<file path="config.mk">
export PLATFORM = sky130hd
export DESIGN_NAME = btn_pulser
export DESIGN_NICKNAME = d
export VERILOG_FILES = /design/src/rtl/btn_pkg.sv /design/src/rtl/sync_2ff.sv /design/src/rtl/btn_pulser.sv
export SDC_FILE = /design/constraint.sdc
export NUM_CORES = 1
export LEC_CHECK = 0
export BUFFER_PORTS_ARGS = -buffer_cell sky130_fd_sc_hd__buf_4
export CAP_MARGIN = 5
export CORE_MARGIN = 5
export CORE_UTILIZATION = 45
export DETAILED_ROUTE_END_ITERATION = 6
export PLACE_DENSITY = 0.64
export RECOVER_POWER = 50
export REMOVE_ABC_BUFFERS = 1
export SETUP_SLACK_MARGIN = 0.4
export SLEW_MARGIN = 20
export SYNTH_ARGS = -nofsm -noshare
export SYNTH_HDL_FRONTEND = slang
export SYNTH_HIERARCHICAL = 1
export SYNTH_SLANG_ARGS = --single-unit
</file>
<file path="constraint.sdc">
create_clock -name clk -period 3.5 [get_ports clk]
set_input_delay 0.7 -clock clk [delete_from_list [all_inputs] [get_ports clk]]
set_output_delay 0.7 -clock clk [all_outputs]
set_load 0.005 [all_outputs]
</file>
<file path="src/rtl/btn_pkg.sv">
// Shared FSM state encoding and default timing constants for the button pulser.
package btn_pkg;

  typedef enum logic [2:0] {
    ST_IDLE         = 3'd0,
    ST_PRESS_WAIT   = 3'd1,
    ST_HELD         = 3'd2,
    ST_REPEAT       = 3'd3,
    ST_RELEASE_WAIT = 3'd4
  } btn_state_t;

  localparam int unsigned DEF_DEBOUNCE_CYCLES = 1000000;
  localparam int unsigned DEF_REPEAT_EN       = 1;
  localparam int unsigned DEF_REPEAT_DELAY    = 50000000;
  localparam int unsigned DEF_REPEAT_PERIOD   = 10000000;

  function automatic int unsigned max3(input int unsigned a, input int unsigned b,
                                       input int unsigned c);
    int unsigned m;
    m = (a > b) ? a : b;
    return (m > c) ? m : c;
  endfunction

endpackage

</file>
<file path="src/rtl/sync_2ff.sv">
// Two-flop synchroniser for one asynchronous bit; output lags input by two clk edges.
module sync_2ff (
  input  logic clk,
  input  logic rst,
  input  logic d_i,
  output logic q_o
);

  logic meta_q;
  logic sync_q;

  always_ff @(posedge clk) begin
    if (rst) begin
      meta_q <= 1'b0;
      sync_q <= 1'b0;
    end else begin
      meta_q <= d_i;
      sync_q <= meta_q;
    end
  end

  assign q_o = sync_q;

endmodule

</file>
<file path="src/rtl/btn_pulser.sv">
// Debounced push-button to single-cycle pulse, with optional hold-to-repeat.
// First pulse appears DEBOUNCE_CYCLES+1 edges after btn_raw settles high; outputs are registered.
module btn_pulser
  import btn_pkg::*;
#(
  parameter int unsigned DEBOUNCE_CYCLES = DEF_DEBOUNCE_CYCLES,
  parameter int unsigned REPEAT_EN       = DEF_REPEAT_EN,
  parameter int unsigned REPEAT_DELAY    = DEF_REPEAT_DELAY,
  parameter int unsigned REPEAT_PERIOD   = DEF_REPEAT_PERIOD
) (
  input  logic clk,
  input  logic rst,
  input  logic btn_raw,
  output logic pulse,
  output logic btn_level
);

  localparam int unsigned CNT_TOP = max3(DEBOUNCE_CYCLES, REPEAT_DELAY, REPEAT_PERIOD);
  localparam int          CW      = $clog2(CNT_TOP + 1);

  localparam logic [CW-1:0] CNT_ONE  = CW'(1);
  localparam logic [CW-1:0] DEB_LAST = CW'(DEBOUNCE_CYCLES - 1);
  localparam logic [CW-1:0] RD_LAST  = CW'(REPEAT_DELAY - 1);
  localparam logic [CW-1:0] RP_LAST  = CW'(REPEAT_PERIOD - 1);
  localparam logic [CW-1:0] CNT_SAT  = {CW{1'b1}};

  btn_state_t    state_q, state_d;
  logic [CW-1:0] cnt_q, cnt_d;
  logic          pulse_q, pulse_d;
  logic          level_q, level_d;
  logic          btn_s;

  sync_2ff u_sync (
    .clk (clk),
    .rst (rst),
    .d_i (btn_raw),
    .q_o (btn_s)
  );

  always_ff @(posedge clk) begin
    if (rst) begin
      state_q <= ST_IDLE;
      cnt_q   <= '0;
      pulse_q <= 1'b0;
      level_q <= 1'b0;
    end else begin
      state_q <= state_d;
      cnt_q   <= cnt_d;
      pulse_q <= pulse_d;
      level_q <= level_d;
    end
  end

  // One counter serves both debounce windows and repeat intervals; every exit clears or seeds it.
  always_comb begin
    state_d = state_q;
    cnt_d   = cnt_q;
    pulse_d = 1'b0;
    level_d = level_q;
    unique case (state_q)
      ST_IDLE: begin
        if (btn_s) begin
          state_d = ST_PRESS_WAIT;
          cnt_d   = CNT_ONE;
        end
      end
      ST_PRESS_WAIT: begin
        if (!btn_s) begin
          state_d = ST_IDLE;
          cnt_d   = '0;
        end else if (cnt_q == DEB_LAST) begin
          state_d = ST_HELD;
          cnt_d   = '0;
          pulse_d = 1'b1;
          level_d = 1'b1;
        end else begin
          cnt_d = cnt_q + CNT_ONE;
        end
      end
      ST_HELD: begin
        if (!btn_s) begin
          state_d = ST_RELEASE_WAIT;
          cnt_d   = CNT_ONE;
        end else if ((REPEAT_EN != 0) && (cnt_q == RD_LAST)) begin
          state_d = ST_REPEAT;
          cnt_d   = '0;
          pulse_d = 1'b1;
        end else if (cnt_q != CNT_SAT) begin
          cnt_d = cnt_q + CNT_ONE;
        end
      end
      ST_REPEAT: begin
        if (!btn_s) begin
          state_d = ST_RELEASE_WAIT;
          cnt_d   = CNT_ONE;
        end else if (cnt_q == RP_LAST) begin
          cnt_d   = '0;
          pulse_d = 1'b1;
        end else begin
          cnt_d = cnt_q + CNT_ONE;
        end
      end
      ST_RELEASE_WAIT: begin
        // A bounce back high restarts the hold timer rather than re-pulsing.
        if (btn_s) begin
          state_d = ST_HELD;
          cnt_d   = '0;
        end else if (cnt_q == DEB_LAST) begin
          state_d = ST_IDLE;
          cnt_d   = '0;
          level_d = 1'b0;
        end else begin
          cnt_d = cnt_q + CNT_ONE;
        end
      end
      default: begin
        state_d = ST_IDLE;
        cnt_d   = '0;
      end
    endcase
  end

  assign pulse     = pulse_q;
  assign btn_level = level_q;

endmodule

</file>
**Yosys cells after proc, flatten, opt, wreduce, memory -nomap -nowiden**

Cells that the tools add are included.

- Bits in registers: 33
- Bits of input ports: 3
- Word-level logic and storage cells: 61
- Output and inout port bits: 2

- Add/subtract/negate cells: 1
- Mux-type cells: 31
- Equal/unequal tests: 18
- Reductions and logical operators: 5

Operators by type and width:

| cell | count |
|---|---|
| 26-bit 2-to-1 mux | 9 |
| 26-bit case mux with 5 select lines | 1 |
| 26-bit by 1-bit adder with 26-bit output (second input constant) | 1 |
| 26-bit by 20-bit equality test with 1-bit output (second input constant) | 1 |
| 26-bit by 24-bit equality test with 1-bit output (second input constant) | 1 |
| 26-bit equality test (second input constant) | 1 |
| 26-bit != test (second input constant) | 1 |
| 3-bit 2-to-1 mux | 8 |
| 3-bit case mux with 5 select lines | 1 |
| 1-bit 2-to-1 mux | 10 |
| 5-bit AND reduction | 2 |
| 2-bit != test (second input constant) | 4 |
| 3-bit by 2-bit equality test with 1-bit output (second input constant) | 2 |
| 3-bit != test (second input constant) | 2 |
| 2-bit by 1-bit != test with 1-bit output (second input constant) | 2 |
| 4-bit != test (second input constant) | 1 |
| 3-bit by 1-bit equality test with 1-bit output (second input constant) | 1 |
| 3-bit equality test (second input constant) | 1 |
| 3-bit zero test | 1 |
| 3-bit by 2-bit != test with 1-bit output (second input constant) | 1 |
| 1-bit case mux with 3 select lines | 1 |
| 1-bit case mux with 2 select lines | 1 |
| 2-bit AND reduction | 1 |
| 2-bit nonzero test | 1 |

**Longest topological paths before layout**

- Word-level depth: 5
- Gate-level depth with buffers: 9
- Depth with buffers taken out: 7

**By module**

The synthesis kept the hierarchy.

Modules (own cells, without submodules):

| module | times used | cells an instance | seq. area each (µm²) | area each (µm²) |
|---|---|---|---|---|
| btn_pulser | 1 | 248 | 620.6 | 2,028.2 |
| sync_2ff | 1 | 4 | 40.0 | 52.6 |

**Least setup slack after synthesis**

No wires, ideal clock.

- Path type: reg-to-reg
- From: reg cnt_q[0]
- To: reg cnt_q[4]
- Path slack: 1,505 ps
- Cell stages (with the launch flop): 10
- Path buffers: 2
- Arrival: 1,878 ps
- Path through: dfxtp_1 > ha_1 > and3_1 > and3_4 > and4_4 > buf_6 > o21ba_2 > buf_6 > a21o_1 > a22o_1

- Cells in the longest elaborated chain, start to end: 5
- Elaborated cells between the ends (all ways): 16
- Classes of those cells: add/sub (1); eq/ne (5); mux (9); reduce/logical (1)

Ends and longest elaborated chain:

| element | line | source |
|---|---|---|
| start, declared | btn_pulser.sv:28 | `logic [CW-1:0] cnt_q, cnt_d;` |
| start signal, assigned | btn_pulser.sv:48 | `cnt_q <= cnt_d;` |
| 26-bit by 1-bit adder with 26-bit output | n/a |  |
| 26-bit 2-to-1 mux | btn_pulser.sv:88 | `end else if (cnt_q != CNT_SAT) begin` |
| 26-bit 2-to-1 mux | btn_pulser.sv:84 | `end else if ((REPEAT_EN != 0) && (cnt_q == RD_LAST)) begin` |
| 26-bit 2-to-1 mux | btn_pulser.sv:81 | `if (!btn_s) begin` |
| 26-bit case mux with 5 select lines | btn_pulser.sv:60 | `unique case (state_q)` |

Several ways; a longest one is shown, not always the timed one. The select of a mux whose other input is x is not followed.
A chain may end at the register's enable or synchronous reset.

**Worst setup path in the final report**

- From: reg cnt_q[0]
- To: reg cnt_q[25]

The elaborated chain is that of the path after synthesis.

==> key figures <==
Synth
  – Mean Syn Cell Area: 8.26 µm²
  – #FFs+latches synth: 33
  – Netlist cell types: 59
  – Share of the yosys chip area belonging to registers: 31.7%
  – Warnings, synthesis: 6
  – Top flip-flop cell by instance count after synthesis: dfxtp_1
  – Post-synth EDFFs: 0
  – Syn Std Cell Area: 2080 µm²
  – Instance count of the mapped netlist: 252
  – FFs w/ async S/R, synth: 0%

Global route
  – Vias in the first global route: 1720
  – Global-route congestion overflow total: 0
  – Overall routing resource usage: 17.3%
  – Maximum number of pins on one net before global-route repair: 19
  – Number of antenna violations at the first check in global routing: 0
  – Global-route wire length before repair: 8.47 mm

CTS
  – Buffer type at the clock tree root: clkbuf_8
  – H-tree Lvls: 2
  – Worst-Skew Late Latency: 0.29 ns
  – Clock tree from TritonCTS: done
  – Clock-pin slew of the registers on the worst-case setup and hold paths: 0.07 ns
  – # hold bufs at CTS: 0
  – Setup Buffers After CTS: 0
  – Resized Gates After CTS: 0
  – Largest buffer count on any clock path: 2
  – Num CTS Buffers: 5
  – Clk sinks: 33

STA
  – Fmax: 385 MHz
  – Final period util: 74.1%
  – Setup Skew: 0.00331 ns
  – Period minus WS final: 2.59 ns
  – Number of failing hold endpoints at the final stage: 0
  – Normalized max-slew margin: 34.5%
  – Setup TNS Final: 0 ns
  – Final hold slack: 0.449 ns
  – Final count of negative-setup-slack endpoints: 0
  – Unrepaired setup endpoints after global routing: false
  – Fin. max-slew vios: 0
  – Slew at the pin closest to its max-slew limit: 0.974 ns

Floorplanning
  – Placeable Area: 4410 µm²
  – Total Die Area: 6080 µm²
  – Floorplan die height: 78 µm
  – Number of standard-cell rows in the floorplan: 24
  – Number of I/O pins: 5
  – Starting density of the core: 47.1%
  – Die extent in x: 78 µm

Power and ir drop
  – Portion of total power attributed to the clock network: 40.5%
  – Sequential share of power: 55.0%
  – Combinational group share of total power: 4.5%
  – Leakage component of the power: 0.000763 µW
  – Design internal power: 531 µW
  – Switching power share of the total: 23.4%
  – Power density over the cells: 325 nW/µm²
  – Worst VDD drop: 185 µV
  – Switching power: 163 µW

Finish
  – Top library cells by usage in the layout, fill and taps aside: dfxtp_1 (33), nor2_1 (24), nand3_1 (20)
  – Area of all placed cells without fillers: 2130 µm²
  – Fraction of layout instances using a drive strength above 1: 8.37%
  – Total of fill cells in the finished design: 447
  – # nets final: 254
  – Area grow syn2layout: 2.53%
  – Count of inserted antenna diode cells: 0
  – Commonest non-fill, non-tap cell in the layout: dfxtp_1

Worst setup path
  – Maximum fanout along the worst path: 8
  – Critical-path cell list: ha_1 > and3_1 > and3_1 > and4_1 > or2_0 > o21bai_1 > a211oi_1
  – Req. time, crit path: 3.71 ns
  – Cell type of the slowest stage on the worst timing path: and4_1
  – Family with the most delay on the worst path: simple AND/OR/NAND/NOR gates
  – Critical Path End Type: flop
  – Crit-path most repeated cell: and3_1
  – Count of buffer and inverter cells on the critical path: 0
  – Crit start category: flop
  – Worst endpoint data arrival time: 2.80 ns
  – Worst Setup Path Type: flop to flop
  – Delay of the slowest cell on the worst path: 0.44 ns

Placement
  – Post-Place Cell Area: 2080 µm²
  – Weighted congestion at the end of routability-driven global placement: 0.884
  – Post-detail-place hpwl: 3.45 mm
  – Port Buffer Count: 4

Run status
  – Run status: finished, final reports clean

Detailed routing
  – Via count normalized by instance count: 6.02
  – Starting DRT DRC Count: 149
  – Routed wire length: 4.94 mm
  – Drt pass-1 iters: 4
  – Via count: 1825
  – Routed WL per cell: 16.3 µm
  – Number of DRC violations after detailed routing: 0
  – Antenna-violating nets left: 0

Run
  – Max Cap Violations: 0

Min path
  – Path class of the lowest-slack min-delay path: flop to flop
==> logic make-up after synthesis <==
family	share of synthesized area [%]
and+or+nand+nor	38.5
AOI/OAI and AO/OA	20.9
DFF	31.7
buffers and inverters	6.13
xor gates and xnor gates	2.10
adders and majority gates	0.601
==> worst register-to-register path: stages (launching register included) <==
cell,delay (ns)
dfxtp_1,0.41
ha_1,0.24
and3_1,0.25
and3_1,0.28
and4_1,0.45
or2_0,0.38
o21bai_1,0.29
a211oi_1,0.22
==> sequential cells by signal (all words and copies together) (netlist names) <==
signal	count
btn_level	1
cnt_q	26
pulse	1
state_q	3
u_sync/meta_q	1
u_sync/q_o	1
==> layer usage <==
layer	vias up	wire length [µm]	global-route usage [%]	part of all wire [%]
li1	931	-	-	-
met1	850	2420	23.5	49
met2	40	2220	25.5	45
met3	4	242	4.51	4.9
met4	0	52	8.11	1.1
met5	-	0	0	0
==> final timing paths <==
kind | startpoint | slack [ns] | cells after the start | to
setup / recovery | cnt_q[0] | 0.91 | 7 | cnt_q[25]
hold / removal | u_sync/meta_q | 0.45 | 1 | u_sync/q_o
setup reg to reg | cnt_q[0] | 0.91 | 7 | cnt_q[25]
hold reg to reg | u_sync/meta_q | 0.45 | 1 | u_sync/q_o
==> final cells by class <==
| type | instances | area [µm²] | area share (%) |
|---|---|---|---|
| flip-flops and latches | 33 | 661 | 31.0 |
| repair buffers | 4 | 26.3 | 1.23 |
| inverters | 9 | 33.8 | 1.58 |
| multi-input cells | 197 | 1270 | 59.4 |
| well taps | 52 | 65.1 | 3.05 |
| clock buffers | 8 | 80.1 | 3.75 |
==> metrics by stage <==
| stage | utilization, % | cells | power (µW) | setup WS, ns |
|---|---|---|---|---|
| finish | 48.3 | 303 | 694 | 0.905 |
| global route | 48.3 | 303 | 726 | 0.708 |
| CTS | 49.0 | 303 | 707 | 1.19 |
| detailed placement | 47.2 | 295 | 423 | 1.23 |
| global placement | 47.2 | 295 | 423 | 1.26 |
| floorplan | - | 239 | 412 | 1.52 |
==> power by group through the flow <==
| stage | combinational, µW | sequential (µW) | clock (µW) |
|---|---|---|---|
| global route | 34.8 | 382 | 310 |
| floorplan | 23.1 | 389 | 0 |
| detailed placement | 33.6 | 390 | 0 |
| finish | 31.6 | 382 | 281 |
| global placement | 33.4 | 390 | 0 |
| CTS | 33.7 | 381 | 292 |
==> synthesized netlist by cell type, types with 5 or more instances <==
library cell   n  area share, %
dfxtp_1       33             32
a21oi_1       11            2.6
nor3_1        11            2.6
a22o_1         9            3.8
inv_1          9            1.6
a21o_1        10            3.6
xnor2_1        5            2.1
nand3_1       20            4.8
and3_1         8            2.4
nor2_1        24            4.3
o21ai_0        5            1.2
nand2_1       17            3.1
nand4_1        9            2.7
buf_6          5            2.7
Note: power is estimated with default switching activity, not from simulation.
